$ cat src/rtl/ser_sched.sv
// ser_sched: round-robin scheduler that feeds NUM_REQ single-word holding slots
// into one shared serializer.
//
// Ports:
//   clk_i, rst_i    clock and asynchronous active-high reset
//   req_data_i      per-requester 16-bit word
//   req_mod_i       per-requester bit count (0 = 16 bits)
//   req_val_i       per-requester write strobe
//   req_ready_o     per-requester slot empty
//   ser_data_o      word presented to the serializer
//   ser_mod_o       bit count presented to the serializer
//   ser_val_o       one-cycle launch pulse
//   ser_busy_i      serializer busy flag
//   grant_id_o      requester owning the current or last transfer
//   busy_o          scheduler FSM not idle
//   drop_cnt_o      saturating count of discarded words (only with SER_SCHED_DROP_CNT_EN)
//
// Optional feature macro: SER_SCHED_DROP_CNT_EN adds the drop_cnt_o port.
module ser_sched #(
    parameter int unsigned NUM_REQ = 4,
    parameter int unsigned ID_W    = $clog2(NUM_REQ)
) (
    input  logic                          clk_i,
    input  logic                          rst_i,
    input  logic [NUM_REQ-1:0][15:0]      req_data_i,
    input  logic [NUM_REQ-1:0][3:0]       req_mod_i,
    input  logic [NUM_REQ-1:0]            req_val_i,
    output logic [NUM_REQ-1:0]            req_ready_o,
    output logic [15:0]                   ser_data_o,
    output logic [3:0]                    ser_mod_o,
    output logic                          ser_val_o,
    input  logic                          ser_busy_i,
    output logic [ID_W-1:0]               grant_id_o,
    output logic                          busy_o
`ifdef SER_SCHED_DROP_CNT_EN
    ,
    output logic [7:0]                    drop_cnt_o
`endif
);

    localparam int unsigned DATA_W = 16;
    localparam int unsigned MOD_W  = 4;

    typedef struct packed {
        logic [DATA_W-1:0] data;
        logic [MOD_W-1:0]  mod;
    } slot_t;

    typedef enum logic [1:0] {
        IDLE       = 2'd0,
        LAUNCH     = 2'd1,
        WAIT_START = 2'd2,
        WAIT_DONE  = 2'd3
    } state_t;

    state_t               state_q, state_d;
    logic                 ws_cnt_q, ws_cnt_d;
    logic [NUM_REQ-1:0]   full_q, full_d;
    slot_t                slot_q [NUM_REQ];
    logic [ID_W-1:0]      ptr_q, ptr_d;
    logic [ID_W-1:0]      winner;
    logic                 found;
    logic                 grant_c;
    logic [NUM_REQ-1:0]   acc_c;
    logic [NUM_REQ-1:0]   drop_mod_c;
    logic [NUM_REQ-1:0]   load_c;

    // Round-robin search for the first full slot starting at ptr_q
    always_comb begin
        int idx;
        found  = 1'b0;
        winner = '0;
        for (int k = 0; k < int'(NUM_REQ); k++) begin
            idx = int'(ptr_q) + k;
            if (idx >= int'(NUM_REQ)) idx = idx - int'(NUM_REQ);
            if (!found && full_q[ID_W'(idx)]) begin
                found  = 1'b1;
                winner = ID_W'(idx);
            end
        end
    end

    always_comb begin
        ptr_d = ptr_q;
        if (grant_c) begin
            ptr_d = (int'(winner) == int'(NUM_REQ) - 1) ? '0 : winner + ID_W'(1);
        end
    end

    // Slot write acceptance; mod 1/2 words are accepted but never stored
    always_comb begin
        full_d = full_q;
        for (int i = 0; i < int'(NUM_REQ); i++) begin
            acc_c[i]      = req_val_i[i] && !full_q[i];
            drop_mod_c[i] = (req_mod_i[i] == 4'd1) || (req_mod_i[i] == 4'd2);
            load_c[i]     = acc_c[i] && !drop_mod_c[i];
            if (load_c[i]) full_d[i] = 1'b1;
        end
        if (grant_c) full_d[winner] = 1'b0;
    end

    // FSM next state
    always_comb begin
        state_d  = state_q;
        ws_cnt_d = ws_cnt_q;
        grant_c  = 1'b0;
        case (state_q)
            IDLE: begin
                if (found && !ser_busy_i) begin
                    grant_c = 1'b1;
                    state_d = LAUNCH;
                end
            end
            LAUNCH: begin
                ws_cnt_d = 1'b0;
                state_d  = WAIT_START;
            end
            WAIT_START: begin
                // Two cycles without busy means the serializer ignored the launch
                if (ser_busy_i)    state_d = WAIT_DONE;
                else if (ws_cnt_q) state_d = IDLE;
                else               ws_cnt_d = 1'b1;
            end
            WAIT_DONE: begin
                if (!ser_busy_i) state_d = IDLE;
            end
            default: state_d = IDLE;
        endcase
    end

    always_ff @(posedge clk_i or posedge rst_i) begin
        if (rst_i) begin
            state_q  <= IDLE;
            ws_cnt_q <= 1'b0;
        end else begin
            state_q  <= state_d;
            ws_cnt_q <= ws_cnt_d;
        end
    end

    // Slots, pointer and serializer-facing registers
    always_ff @(posedge clk_i or posedge rst_i) begin
        if (rst_i) begin
            full_q      <= '0;
            req_ready_o <= '1;
            ptr_q       <= '0;
            ser_data_o  <= '0;
            ser_mod_o   <= '0;
            grant_id_o  <= '0;
            ser_val_o   <= 1'b0;
            busy_o      <= 1'b0;
            for (int i = 0; i < int'(NUM_REQ); i++) slot_q[i] <= '0;
        end else begin
            full_q      <= full_d;
            req_ready_o <= ~full_d;
            ptr_q       <= ptr_d;
            ser_val_o   <= (state_d == LAUNCH);
            busy_o      <= (state_d != IDLE);
            for (int i = 0; i < int'(NUM_REQ); i++) begin
                if (load_c[i]) slot_q[i] <= '{data: req_data_i[i], mod: req_mod_i[i]};
            end
            if (grant_c) begin
                ser_data_o <= slot_q[winner].data;
                ser_mod_o  <= slot_q[winner].mod;
                grant_id_o <= winner;
            end
        end
    end

`ifdef SER_SCHED_DROP_CNT_EN
    logic [8:0] drop_sum_c;

    // Sum of this cycle's drops; 255 + NUM_REQ always fits in 9 bits
    always_comb begin
        drop_sum_c = 9'(drop_cnt_o);
        for (int i = 0; i < int'(NUM_REQ); i++) begin
            drop_sum_c = drop_sum_c + 9'(acc_c[i] && drop_mod_c[i]);
        end
    end

    always_ff @(posedge clk_i or posedge rst_i) begin
        if (rst_i) drop_cnt_o <= '0;
        else       drop_cnt_o <= (drop_sum_c > 9'd255) ? 8'hFF : drop_sum_c[7:0];
    end
`endif

endmodule

$ cat config.mk
export PLATFORM = sky130hd
export DESIGN_NAME = ser_sched
export DESIGN_NICKNAME = d
export VERILOG_FILES = /design/src/rtl/ser_sched.sv
export SDC_FILE = /design/constraint.sdc
export NUM_CORES = 1
export LEC_CHECK = 0
export BUFFER_PORTS_ARGS = -buffer_cell sky130_fd_sc_hd__buf_4
export CAP_MARGIN = 0
export CORE_MARGIN = 5
export CORE_UTILIZATION = 54
export DETAILED_ROUTE_END_ITERATION = 8
export PLACE_DENSITY = 0.8
export SYNTH_ARGS = -nofsm -noshare
export SYNTH_HDL_FRONTEND = slang
export SYNTH_SLANG_ARGS = --single-unit
$ cat constraint.sdc
create_clock -name clk_i -period 4.3 [get_ports clk_i]
set_clock_uncertainty 0.15 [all_clocks]
set_input_delay 0.645 -clock clk_i [delete_from_list [all_inputs] [get_ports clk_i]]
set_output_delay 0.645 -clock clk_i [all_outputs]
set_load 0.005 [all_outputs]
==> results of run 1 <==
flip-flops by register name, indices dropped and copies added, names as in the netlist:
signal	count
slot_q	80
busy_o	1
ser_mod_o	4
ptr_q	2
req_ready_o	4
state_q	2
ws_cnt_q	1
ser_data_o	16
grant_id_o	2
ser_val_o	1
full_q	4
path summary, 6_finish.rpt:
path                                             start                         to  slack, ns  cells after the start
max in group asynchronous                        rst_i  ser_data_o[7]$_DFFE_PP0N_       3.05                      3
worst min register to register  slot_q[66]$_DFFE_PP0P_  ser_data_o[2]$_DFFE_PP0N_       0.35                      2
worst max-delay path               full_q[3]$_DFF_PP0_        full_q[3]$_DFF_PP0_       1.76                      7
min in group clk_i                      req_data_i[36]     slot_q[28]$_DFFE_PP0P_       0.21                      2
worst max register to register     full_q[3]$_DFF_PP0_        full_q[3]$_DFF_PP0_       1.76                      7
worst min-delay path                             rst_i     slot_q[64]$_DFFE_PP0P_       0.09                      2
cell usage in the layout (no fill, tap or decap), types with 2 or more instances in the layout:
cell type / Yosys / final
xnor2_1: 4 / 4
a21oi_1: 4 / 4
and3_1: 5 / 5
inv_2: 3 / 3
clkinv_2: 0 / 4
inv_1: 9 / 8
clkbuf_1: 8 / 3
a221o_1: 4 / 4
o211ai_1: 16 / 16
dfstp_2: 4 / 4
dfrtp_1: 113 / 113
a22oi_1: 7 / 7
buf_4: 3 / 119
nor2_1: 7 / 7
nor2b_2: 0 / 2
nand2_1: 30 / 30
clkbuf_8: 0 / 3
nor2b_1: 5 / 3
mux2_2: 78 / 78
mux2i_1: 16 / 16
a22oi_2: 9 / 9
clkinvlp_4: 0 / 2
o31a_1: 4 / 4
clkbuf_16: 0 / 16
bufinv_16: 0 / 2
nor3_1: 4 / 4
nor3b_1: 3 / 3
o21ai_0: 8 / 8
o32a_1: 4 / 4
ha_1: 2 / 2
nand2b_1: 3 / 3
per-stage QoR:
| stage | instances | hold slack [ns] | power, mW | utilization | setup slack [ns] |
|---|---|---|---|---|---|
| 3_5_place_dp | 585 | 0.333 | 3.63 | 0.649 | 1.44 |
| 4_1_cts | 616 | 0.0946 | 4.96 | 0.710 | 1.76 |
| 6_report | 616 | 0.0905 | 4.93 | 0.710 | 1.76 |
| 3_3_place_gp | 585 | 0.322 | 3.53 | 0.649 | 1.52 |
| 2_1_floorplan | 377 | 0.312 | 3.09 | - | 0.411 |
| 5_1_grt | 616 | 0.127 | 5.23 | 0.710 | 1.59 |
routing by layer:
layer  up-vias  track usage
met5         -            0
met4         0       0.0694
met3        11       0.0837
met2       108        0.384
met1      1767        0.265
li1       1596            -
logic make-up after synthesis:
family,share of synthesized area
flip-flops,0.580
multiplexers,0.205
AND/OR/NAND/NOR,0.0638
AO/OA/AOI/OAI,0.105
buffers and inverters,0.0344
XOR/XNOR,0.00692
adder cells (fa/ha/maj),0.00495
layout make-up:
class | count | area share
timing repair buffer | 119 | 0.137
tap | 111 | 0.0213
sequential | 117 | 0.449
clock buffer | 22 | 0.0694
inverter | 12 | 0.00729
clock inverter | 9 | 0.0159
multi-input combinational | 226 | 0.300
where the power goes:
part | switching [mW] | leakage (nW) | internal (mW)
Clock | 0.464 | 0.271 | 0.846
Combinational | 0.716 | 1.32 | 0.887
Sequential | 0.366 | 1.40 | 1.65
worst register-to-register path, cell delays in order, from the launching register on:
cell and delay, ns:
dfrtp_1 0.58, nand2_1 0.11, a32o_1 0.30, nor2_4 0.73, ha_1 0.27, nand2_1 0.04, o21ai_0 0.16, inv_1 0.08
==> reports/results.txt, run 1 <==
Num CTS Buffers: 17
dpl hpwl: 8220 um
CP peak stage delay: 0.73 ns
largest net degree at the start of global routing: 54
top layer in use: met4
TritonCTS clock tree: yes
total negative slack: 0 ns
top-count cell post-synth: dfrtp_1
Final Cycle Share: 0.591
Layout Nets: 582
share of post-route cells with drive strength above 1: 0.493
first-pass GRT wire length: 19,600 um
Max-Cap Viols: 0
clock-pin slew on the worst setup and hold paths: 0.05 ns
fillers: 639
wl on met1: 4650 um
post-CTS setup buffer count: 0
worst-path maximum fanout: 26
Register Area: 2930 um^2
total clock sinks: 117
Layout area overhead: 29.0%
Synth Register Bits: 117
Critical-path top delay cell: nor2_4
DR vias/cell: 5.65
Resized cells post-CTS: 0
drt wl/cell: 19.4 um
cts hold-fix bufs: 0
Top delay family on crit path: simple AND/OR/NAND/NOR gates
HP Class: input pin to asynchronous set/reset pin
Crit Path Class: register to register
Power Dens Cells: 755 nW/um^2
via count: 3,482
most frequent cell on the critical path: nand2_1
Synth top cells by count: dfrtp_1, mux2_2, nand2_1
Worst Path Buf+Inv: 1
final instance area: 6530 um^2
Yosys top cell by area: dfrtp_1
Post-Route WL: 11,900 um
Pre-antenna DRT Iters: 4
GRT Util Overall: 0.225
sequential share of the synthesized area: 0.580
clock buffer depth: 2
Initial DRC Count: 110
core region area: 9200 um^2
Post-synth EDFFs: 0
H-tree depth: 4
area fraction of the dominant cell type after synthesis: 0.559
synthesized cell area: 5060 um^2
# IOs: 115
placed cell area: 5970 um^2
CP Cell Sequence: nand2_1 -> a32o_1 -> nor2_4 -> ha_1 -> nand2_1 -> o21ai_0 -> inv_1
routed wl met3: 909 um
# diodes: 0
fmax: 394 MHz
synth unique cells: 41
root buf cell: clkbuf_8
setup violators final: 0
RSZ-0062 raised after global routing: false
Synth Instances: 377
IO buf count: 114
Die ar.: 11,400 um^2
vias in the first global route: 3,851
ranking of synthesized cells by area: dfrtp_1, mux2_2, mux2i_1
worst skew pair latency: 0.51 ns
Setup crit end kind: register
initial cell density of the core: 0.550
Synth Area per Inst: 13.4 um^2
Leak: 2.99 nW
Worst-Margin Slew: 1.23 ns
asr flop ratio synth: 1.00
Rows: 35
Die Ht: 107 um
Worst EP required: 4.53 ns
crit path DAT: 2.77 ns
Post-DRT Antenna Nets: 0
Slew Limit Headroom: 0.178
yosys warns: 0
outcome: complete, no violations
Max VDD drop: 0.341 mV
initial antenna violation count: 0
dominant synthesized flop cell: dfrtp_1
Mapped Nets: 466
final hold vios: 0
post-layout min period: 2.54 ns
final slew viol count: 0
CP Launch Type: register
Horiz. Die Dim: 107 um
GRT Residual Overflow: 0
met2 wire len: 6240 um
area of the multi-input gates: 1960 um^2
# DRC: 0
GPL Wtd Cong: 0.880
Note: power is estimated with default switching activity, not from simulation.
==> run 2: changes to the inputs <==
--- a/config.mk
+++ b/config.mk
@@ -8,9 +8,9 @@
 export BUFFER_PORTS_ARGS = -buffer_cell sky130_fd_sc_hd__buf_4
 export CAP_MARGIN = 0
 export CORE_MARGIN = 5
-export CORE_UTILIZATION = 54
+export CORE_UTILIZATION = 49
 export DETAILED_ROUTE_END_ITERATION = 8
-export PLACE_DENSITY = 0.8
+export PLACE_DENSITY = 0.76
 export SYNTH_ARGS = -nofsm -noshare
 export SYNTH_HDL_FRONTEND = slang
 export SYNTH_SLANG_ARGS = --single-unit
==> constraint.sdc (replaced) <==
create_clock -name clk_i -period 2.24 [get_ports clk_i]
set_clock_uncertainty 0.15 [all_clocks]
set_input_delay 0.336 -clock clk_i [delete_from_list [all_inputs] [get_ports clk_i]]
set_output_delay 0.336 -clock clk_i [all_outputs]
set_load 0.005 [all_outputs]
==> run 2 against run 1 <==
  * Cell count up 21%
  * Fmax up 22%
  * Sequential share of layout area down 6.3 points
  * Routed wire length up 20%
  * Sequential power up 92%
  * Combinational power up 120%
  * First-iteration DRC count up 91%
  * Highest routed layer unchanged
  * Sequential cell count unchanged
  * Total power up 100%
  * Design area up 16%
  * Critical endpoint unchanged
  * Register-to-register slack worse by 1.6 ns
  * Largest power group unchanged
  * Worst setup slack worse by 1.6 ns
==> reports/results.txt, run 2 (synthesized netlist as in run 1, its figures left out) <==
worst-path maximum fanout: 26 (unchanged)
most common cell after layout, fill and taps aside: buf_4
# DRC: 0 (unchanged)
Die Ht: 112 um (+4.5%)
number of flip-flops in the largest register: 80 (unchanged)
HP Class: input pin to register
final slew viol count: 0 (unchanged)
Worst EP required: 2.47 ns (-2.06 ns)
final hold vios: 0 (unchanged)
commonest non-fill, non-tap cells in the layout: buf_4, dfrtp_1, dlygate4sd3_1
Power Dens Cells: 1310 nW/um^2 (+74%)
Largest regs: slot_q (80), ser_data_o (16)
initial antenna violation count: 0 (unchanged)
clock buffer depth: 2 (unchanged)
setup violators final: 0 (unchanged)
root buf cell: clkbuf_8
initial cell density of the core: 0.497 (-0.0534)
RSZ-0062 raised after global routing: false
outcome: complete, no violations
fmax: 481 MHz (+22%)
vias in the first global route: 4,512 (+17%)
Top delay family on crit path: compound AO/OA/AOI/OAI gates
Final Util: 0.745 (+0.0354)
post-CTS setup buffer count: 0 (unchanged)
Slew Limit Headroom: 0.575 (+0.397)
Register Area: 2930 um^2 (unchanged)
first-pass GRT wire length: 22,900 um (+17%)
clock-pin slew on the worst setup and hold paths: 0.06 ns (about the same)
IO buf count: 114 (unchanged)
Critical-path top delay cell: dfrtp_1
cts hold-fix bufs: 82 (+82)
reg2reg setup slack: 0.16 ns (-1.60 ns)
area of the multi-input gates: 1960 um^2 (unchanged)
largest net degree at the start of global routing: 46 (-15%)
# IOs: 115 (unchanged)
Resized cells post-CTS: 0 (unchanged)
Worst-Margin Slew: 0.637 ns (-0.596 ns)
total clock sinks: 117 (unchanged)
Post-Route WL: 14,300 um (+20%)
CP Launch Type: register
Die ar.: 12,500 um^2 (+9.2%)
Layout Nets: 684 (+18%)
Layout area overhead: 50.0%
Post-DRT Antenna Nets: 0 (unchanged)
CP peak stage delay: 0.44 ns (-0.29 ns)
Worst Path Buf+Inv: 2 (+1)
GPL Wtd Cong: 0.880 (about the same)
GRT Residual Overflow: 0 (unchanged)
crit path DAT: 2.31 ns (-0.46 ns)
Setup crit end kind: register
TritonCTS clock tree: yes
share of post-route cells with drive strength above 1: 0.449 (-0.0441)
dpl hpwl: 9130 um (+11%)
core region area: 10,200 um^2 (+11%)
Most flops, register: slot_q
final instance area: 7590 um^2 (+16%)
Max VDD drop: 0.762 mV (+120%)
via count: 3,958 (+14%)
Crit Path Class: register to register
Max-Cap Viols: 0 (unchanged)
Rows: 37 (+5.7%)
CP Cell Sequence: nand2b_1 -> a32o_1 -> nor2_4 -> buf_12 -> ha_1 -> nand2_1 -> o21ai_0 -> inv_1
# diodes: 0 (unchanged)
placed cell area: 6200 um^2 (+3.9%)
GRT Util Overall: 0.236 (+0.0108)
Horiz. Die Dim: 112 um (+4.5%)
fillers: 632 (-1.1%)
post-layout min period: 2.08 ns (-0.461 ns)
DR vias/cell: 5.32 (-5.9%)
Leak: 3.43 nW (+15%)
worst skew pair latency: 0.51 ns (about the same)
drt wl/cell: 19.3 um (-0.55%)
Num CTS Buffers: 17 (unchanged)
total negative slack: 0 ns (unchanged)
Final Cycle Share: 0.928 (+0.337)
Pre-antenna DRT Iters: 5 (+1)
H-tree depth: 4 (unchanged)
Initial DRC Count: 210 (+91%)
-- run 2: cell count changes in the layout (fill, tap and decap cells not counted), moves of 3 or more --
cell	previous run	this run
dlygate4sd3_1	0	82
buf_4	119	135
inv_6	0	8
buf_12	0	4
clkinv_2	4	0
clkinvlp_4	2	6
clkbuf_1	3	0
-- run 2: through the flow --
stage / setup slack, ns / power (mW) / hold slack [ns] / instances
final: 0.160 / 9.96 / 0.0756 / 744
after global routing: 0.0486 / 10.5 / 0.0878 / 744
after CTS: 0.173 / 9.92 / 0.0770 / 744
after detailed placement: 0.187 / 7.22 / 0.302 / 630
after global placement: 0.249 / 7.02 / 0.300 / 630
after floorplan: 0.217 / 5.92 / 0.303 / 377
-- run 2: cell type report --
class | count | area share
Sequential cell | 117 | 0.386
Clock buffer | 18 | 0.0564
Tap cell | 136 | 0.0224
Multi-Input combinational cell | 226 | 0.258
Clock inverter | 14 | 0.0181
Timing Repair Buffer | 221 | 0.252
Inverter | 12 | 0.00643
-- run 2: worst paths after layout --
| check | start | cells past startpoint | endpoint |
|---|---|---|---|
| min | req_val_i[3] | 3 | req_ready_o[3]$_DFF_PP1_ |
| min in group asynchronous | rst_i | 3 | slot_q[62]$_DFFE_PP0P_ |
| max reg2reg | ptr_q[1]$_DFFE_PP0N_ | 8 | full_q[3]$_DFF_PP0_ |
| min reg2reg | grant_id_o[0]$_DFFE_PP0N_ | 1 | grant_id_o[0]$_DFFE_PP0N_ |
| max | ptr_q[1]$_DFFE_PP0N_ | 8 | full_q[3]$_DFF_PP0_ |
| max in group asynchronous | rst_i | 4 | ser_mod_o[2]$_DFFE_PP0N_ |
-- run 2: worst register-to-register path, delay by kind of cell (launching register included) --
kind                       cells  cell delay, ns
and+or+nand+nor                3            0.41
AOI/OAI and AO/OA              2            0.46
buffers and inverters          2            0.29
DFF                            1            0.44
adders and majority gates      1            0.20
-- run 2: where the power goes --
part / switching (mW) / leakage (nW) / total, mW / internal [mW]
sequential: 0.682 / 1.40 / 3.85 / 3.16
combinational: 1.56 / 1.77 / 3.55 / 1.99
clock: 1.03 / 0.263 / 2.56 / 1.53
-- run 2: per-layer routing --
metal | vias up | track usage | part of all wire
li1 | 1798 | - | -
met1 | 1990 | 0.257 | 0.38
met3 | 37 | 0.0679 | 0.053
met5 | - | 0 | 0
met2 | 133 | 0.427 | 0.54
met4 | 0 | 0.102 | 0.030
==> run 3: changes to the inputs <==
--- a/config.mk
+++ b/config.mk
@@ -5,12 +5,14 @@
 export SDC_FILE = /design/constraint.sdc
 export NUM_CORES = 1
 export LEC_CHECK = 0
+export ABC_AREA = 1
 export BUFFER_PORTS_ARGS = -buffer_cell sky130_fd_sc_hd__buf_4
 export CAP_MARGIN = 0
 export CORE_MARGIN = 5
-export CORE_UTILIZATION = 49
+export CORE_UTILIZATION = 50
 export DETAILED_ROUTE_END_ITERATION = 8
-export PLACE_DENSITY = 0.76
+export GPL_TIMING_DRIVEN = 0
+export PLACE_DENSITY = 0.77
 export SYNTH_ARGS = -nofsm -noshare
 export SYNTH_HDL_FRONTEND = slang
 export SYNTH_SLANG_ARGS = --single-unit
==> run 3 against run 2 <==
  * Fmax down 4.3%
  * Register-to-register slack got worse by 0.09 ns
  * Cell count rose by 48%
  * Critical endpoint is now req_ready_o[2]$_DFF_PP1_
  * Synthesized area grew 11%
  * Clock power rose by 5%
  * Clock-buffer cell count grew 4
  * Routed wire length grew 19%
  * Via count increased by 43%
  * Largest cell class unchanged
  * Worst hold slack gained 0.0054 ns
  * Synthesized cell count grew 91%
  * Sequential cell count is the same
  * Die area increased by 7.7%
==> reports/results.txt, run 3 <==
Setup crit end kind: register
Power Dens Cells: 1540 nW/um^2 (+17%)
GRT Util Overall: 0.256 (+0.0200)
Die Ht: 116 um (+3.8%)
commonest non-fill, non-tap cells in the layout: nand2_1, buf_4, dfrtp_1
yosys warns: 0 (unchanged)
Max VDD drop: 0.864 mV (+13%)
post-layout min period: 2.17 ns (+0.0931 ns)
Pre-antenna DRT Iters: 5 (unchanged)
gr busiest metal: met2
Synth Area in XOR/XNOR: 0.00313 (-0.00380)
met1 Track Usage GR: 0.313 (+0.0556)
vias in the first global route: 5,658 (+25%)
Final Cycle Share: 0.970 (+0.0415)
Post-synth EDFFs: 0 (unchanged)
Num CTS Buffers: 17 (unchanged)
clock share of power: 0.211 (-0.046)
global routing usage on met2: 0.453 (+0.0256)
initial cell density of the core: 0.514 (+0.0177)
most common cell after layout, fill and taps aside: nand2_1
GRT Residual Overflow: 0 (unchanged)
TritonCTS clock tree: yes
Rows: 38 (+2.7%)
final slew viol count: 0 (unchanged)
Adder-Cell Fraction of Synth Area: 0.00447 (-0.000479)
Reg2Reg Launch Point: ptr_q[1]$_DFFE_PP0N_
dominant synthesized flop cell: dfrtp_1
largest net degree at the start of global routing: 39 (-15%)
largest family of logic cells by synthesized area: simple AND/OR/NAND/NOR gates
Max-Cap Viols: 0 (unchanged)
Mapped Nets: 808 (+73%)
Final Util: 0.765 (+0.0200)
Worst EP required: 2.53 ns (+0.06 ns)
Worst-Margin Slew: 0.503 ns (-0.134 ns)
dpl hpwl: 11,300 um (+24%)
clock buffer depth: 2 (unchanged)
total clock sinks: 117 (unchanged)
Leak: 4.35 nW (+27%)
CP Launch Type: register
hold worst-path end: req_ready_o[3]$_DFF_PP1_
H-tree depth: 4 (unchanged)
Power Internal: 7.48 mW (+12%)
via count: 5,646 (+43%)
setup violators final: 0 (unchanged)
Synth Area per Inst: 7.79 um^2 (-42%)
Most flops, register: slot_q
synth unique cells: 27 (-34%)
crit path DAT: 2.47 ns (+0.16 ns)
hold path start: req_val_i[3]
drt wl/cell: 15.5 um (-20%)
reg2reg setup slack: 0.07 ns (-0.09 ns)
worst-path maximum fanout: 8 (-69%)
fmax: 460 MHz (-4.3%)
worst skew pair latency: 0.52 ns (about the same)
core region area: 10,900 um^2 (+6.9%)
initial antenna violation count: 0 (unchanged)
IO buf count: 114 (unchanged)
Largest regs: slot_q (80), ser_data_o (16)
Sequential Power Share: 0.278 (-0.108)
Synth top cells by count: nand2_1, dfrtp_1, inv_1
outcome: complete, no violations
Post-DRT Antenna Nets: 0 (unchanged)
final hold vios: 0 (unchanged)
Synth Register Bits: 117 (unchanged)
Horiz. Die Dim: 116 um (+3.8%)
sw frac: 0.417 (+0.0875)
asr flop ratio synth: 1.00 (unchanged)
Post-Route WL: 17,000 um (+19%)
Worst Reg2Reg Path Length in Cells: 13 (+5)
GR Util met3: 0.0433 (-0.0246)
Synth Area in Compound Gates: 0.0842 (-0.0206)
worst hold path stage count: 4 (+1)
Layout area overhead: 48.7%
Die ar.: 13,400 um^2 (+7.7%)
# DRC: 0 (unchanged)
Yosys top cell by area: dfrtp_1
GPL Wtd Cong: 0.825 (-6.3%)
synthesized cell area: 5600 um^2 (+11%)
Layout Nets: 1,034 (+51%)
Synth Area in Simple Gates: 0.276 (+0.212)
clock-pin slew on the worst setup and hold paths: 0.05 ns (about the same)
root buf cell: clkbuf_8
number of flip-flops in the largest register: 80 (unchanged)
RSZ-0062 raised after global routing: true
# IOs: 115 (unchanged)
Gate power share: 0.511 (+0.154)
Sw Pwr: 5.34 mW (+63%)
sequential share of the synthesized area: 0.524 (-0.0561)
top-count cell post-synth: nand2_1
first-pass GRT wire length: 26,500 um (+16%)
HP Class: input pin to register
Non-Filler Instances: 1,099 (+48%)
terminus of the critical flop-to-flop path: req_ready_o[2]$_DFF_PP1_
Slew Limit Headroom: 0.665 (+0.0902)
Crit Path Class: register to register
area fraction of the dominant cell type after synthesis: 0.505 (-0.0541)
Placed Cells: 976 (+55%)
Synth Instances: 719 (+91%)
DR vias/cell: 5.14 (-3.4%)
Initial DRC Count: 469 (+120%)
ranking of synthesized cells by area: dfrtp_1, nand2_1, inv_1
multiplexer share of the synthesized area: 0 (-0.205)
share of post-route cells with drive strength above 1: 0.227 (-0.222)
run 3: cell types whose count changed in the layout (fill, tap and decap cells not counted), sizes merged, moves of 37 or more:
cell | previous run | this run
nand2 | 30 | 216
inv | 19 | 110
nand3 | 0 | 52
mux2 | 78 | 0
nor2 | 8 | 45
o21ai | 8 | 45
nand4 | 0 | 42
run 3: cell type report:
type                            count  area [um^2]
Sequential cell                   117         2930
Fill cell                         760         2560
Multi-Input combinational cell    452         2170
Timing Repair Buffer              207         1800
Clock buffer                       22          463
Inverter                          111          428
Buffer                             39          230
Tap cell                          140          175
Clock inverter                     10          128
Antenna cell                        1         2.50
run 3: metal layers:
metal	share of wire	wire, um
met3	0.057	965
met4	0.018	310
met2	0.52	8810
met1	0.41	6910
met5	0	0
run 3: worst max-delay path by stage:
stage                               startpoint                   endpoint  slack, ns
final                     ptr_q[1]$_DFFE_PP0N_   req_ready_o[2]$_DFF_PP1_       0.07
after global routing      ptr_q[1]$_DFFE_PP0N_  ser_data_o[0]$_DFFE_PP0N_      -0.07
after detailed placement  ptr_q[0]$_DFFE_PP0N_   req_ready_o[2]$_DFF_PP1_      -0.08
after floorplan           ptr_q[0]$_DFFE_PP0N_       ptr_q[1]$_DFFE_PP0N_       0.24
after global placement                   rst_i     slot_q[46]$_DFFE_PP0P_      -0.39
after CTS                 ptr_q[0]$_DFFE_PP0N_   req_ready_o[2]$_DFF_PP1_      0.005
run 3: timing repair:
action / 4_1_cts / 5_1_grt
buffers inserted: 0 / 4
cloned: 0 / 2
pin swaps: 0 / 6
resized for setup: 11 / 34
endpoints found under the hold margin: 127 / 0
hold buffers: 84 / 0
endpoints found under the setup margin: 25 / 46
run 3: cell families after synthesis:
group / count (synthesis)
AOI/OAI and AO/OA: 90
xor gates and xnor gates: 2
buffers and inverters: 150
adders and majority gates: 2
and+or+nand+nor: 358
DFF: 117
run 3: power by group through the flow:
stage / logic (mW) / clock network [mW] / registers [mW]
2_1_floorplan: 3.90 / 0 / 3.47
3_3_place_gp: 5.44 / 0 / 3.53
3_5_place_dp: 5.62 / 0 / 3.57
4_1_cts: 5.95 / 2.73 / 3.54
5_1_grt: 7.26 / 2.84 / 3.65
6_report: 6.54 / 2.70 / 3.57
run 3: stage by stage:
| step | hold slack (ns) | cell area (um^2) | total power [mW] | setup WS (ns) | TNS, ns |
|---|---|---|---|---|---|
| after floorplan | 0.283 | 5600 | 7.37 | 0.237 | 0 |
| after global placement | 0.315 | 6640 | 8.97 | -0.389 | -43.02 |
| after detailed placement | 0.209 | 6700 | 9.19 | -0.0830 | -0.681 |
| after CTS | 0.116 | 8170 | 12.2 | 0.00464 | 0 |
| after global routing | 0.118 | 8330 | 13.7 | -0.0730 | -0.870 |
| final | 0.0810 | 8330 | 12.8 | 0.0673 | 0 |
run 3: critical path, stage by stage, from the launching register on:
cell     delay, ns
dfrtp_1       0.45
inv_2         0.11
nand2_1       0.09
nand2_2       0.08
nand2_1       0.09
nand2_2       0.07
nand2_4       0.08
nand2_2       0.07
nand2_4       0.11
nand3_4       0.17
buf_6         0.19
ha_1          0.20
a22oi_2       0.16
inv_1         0.07
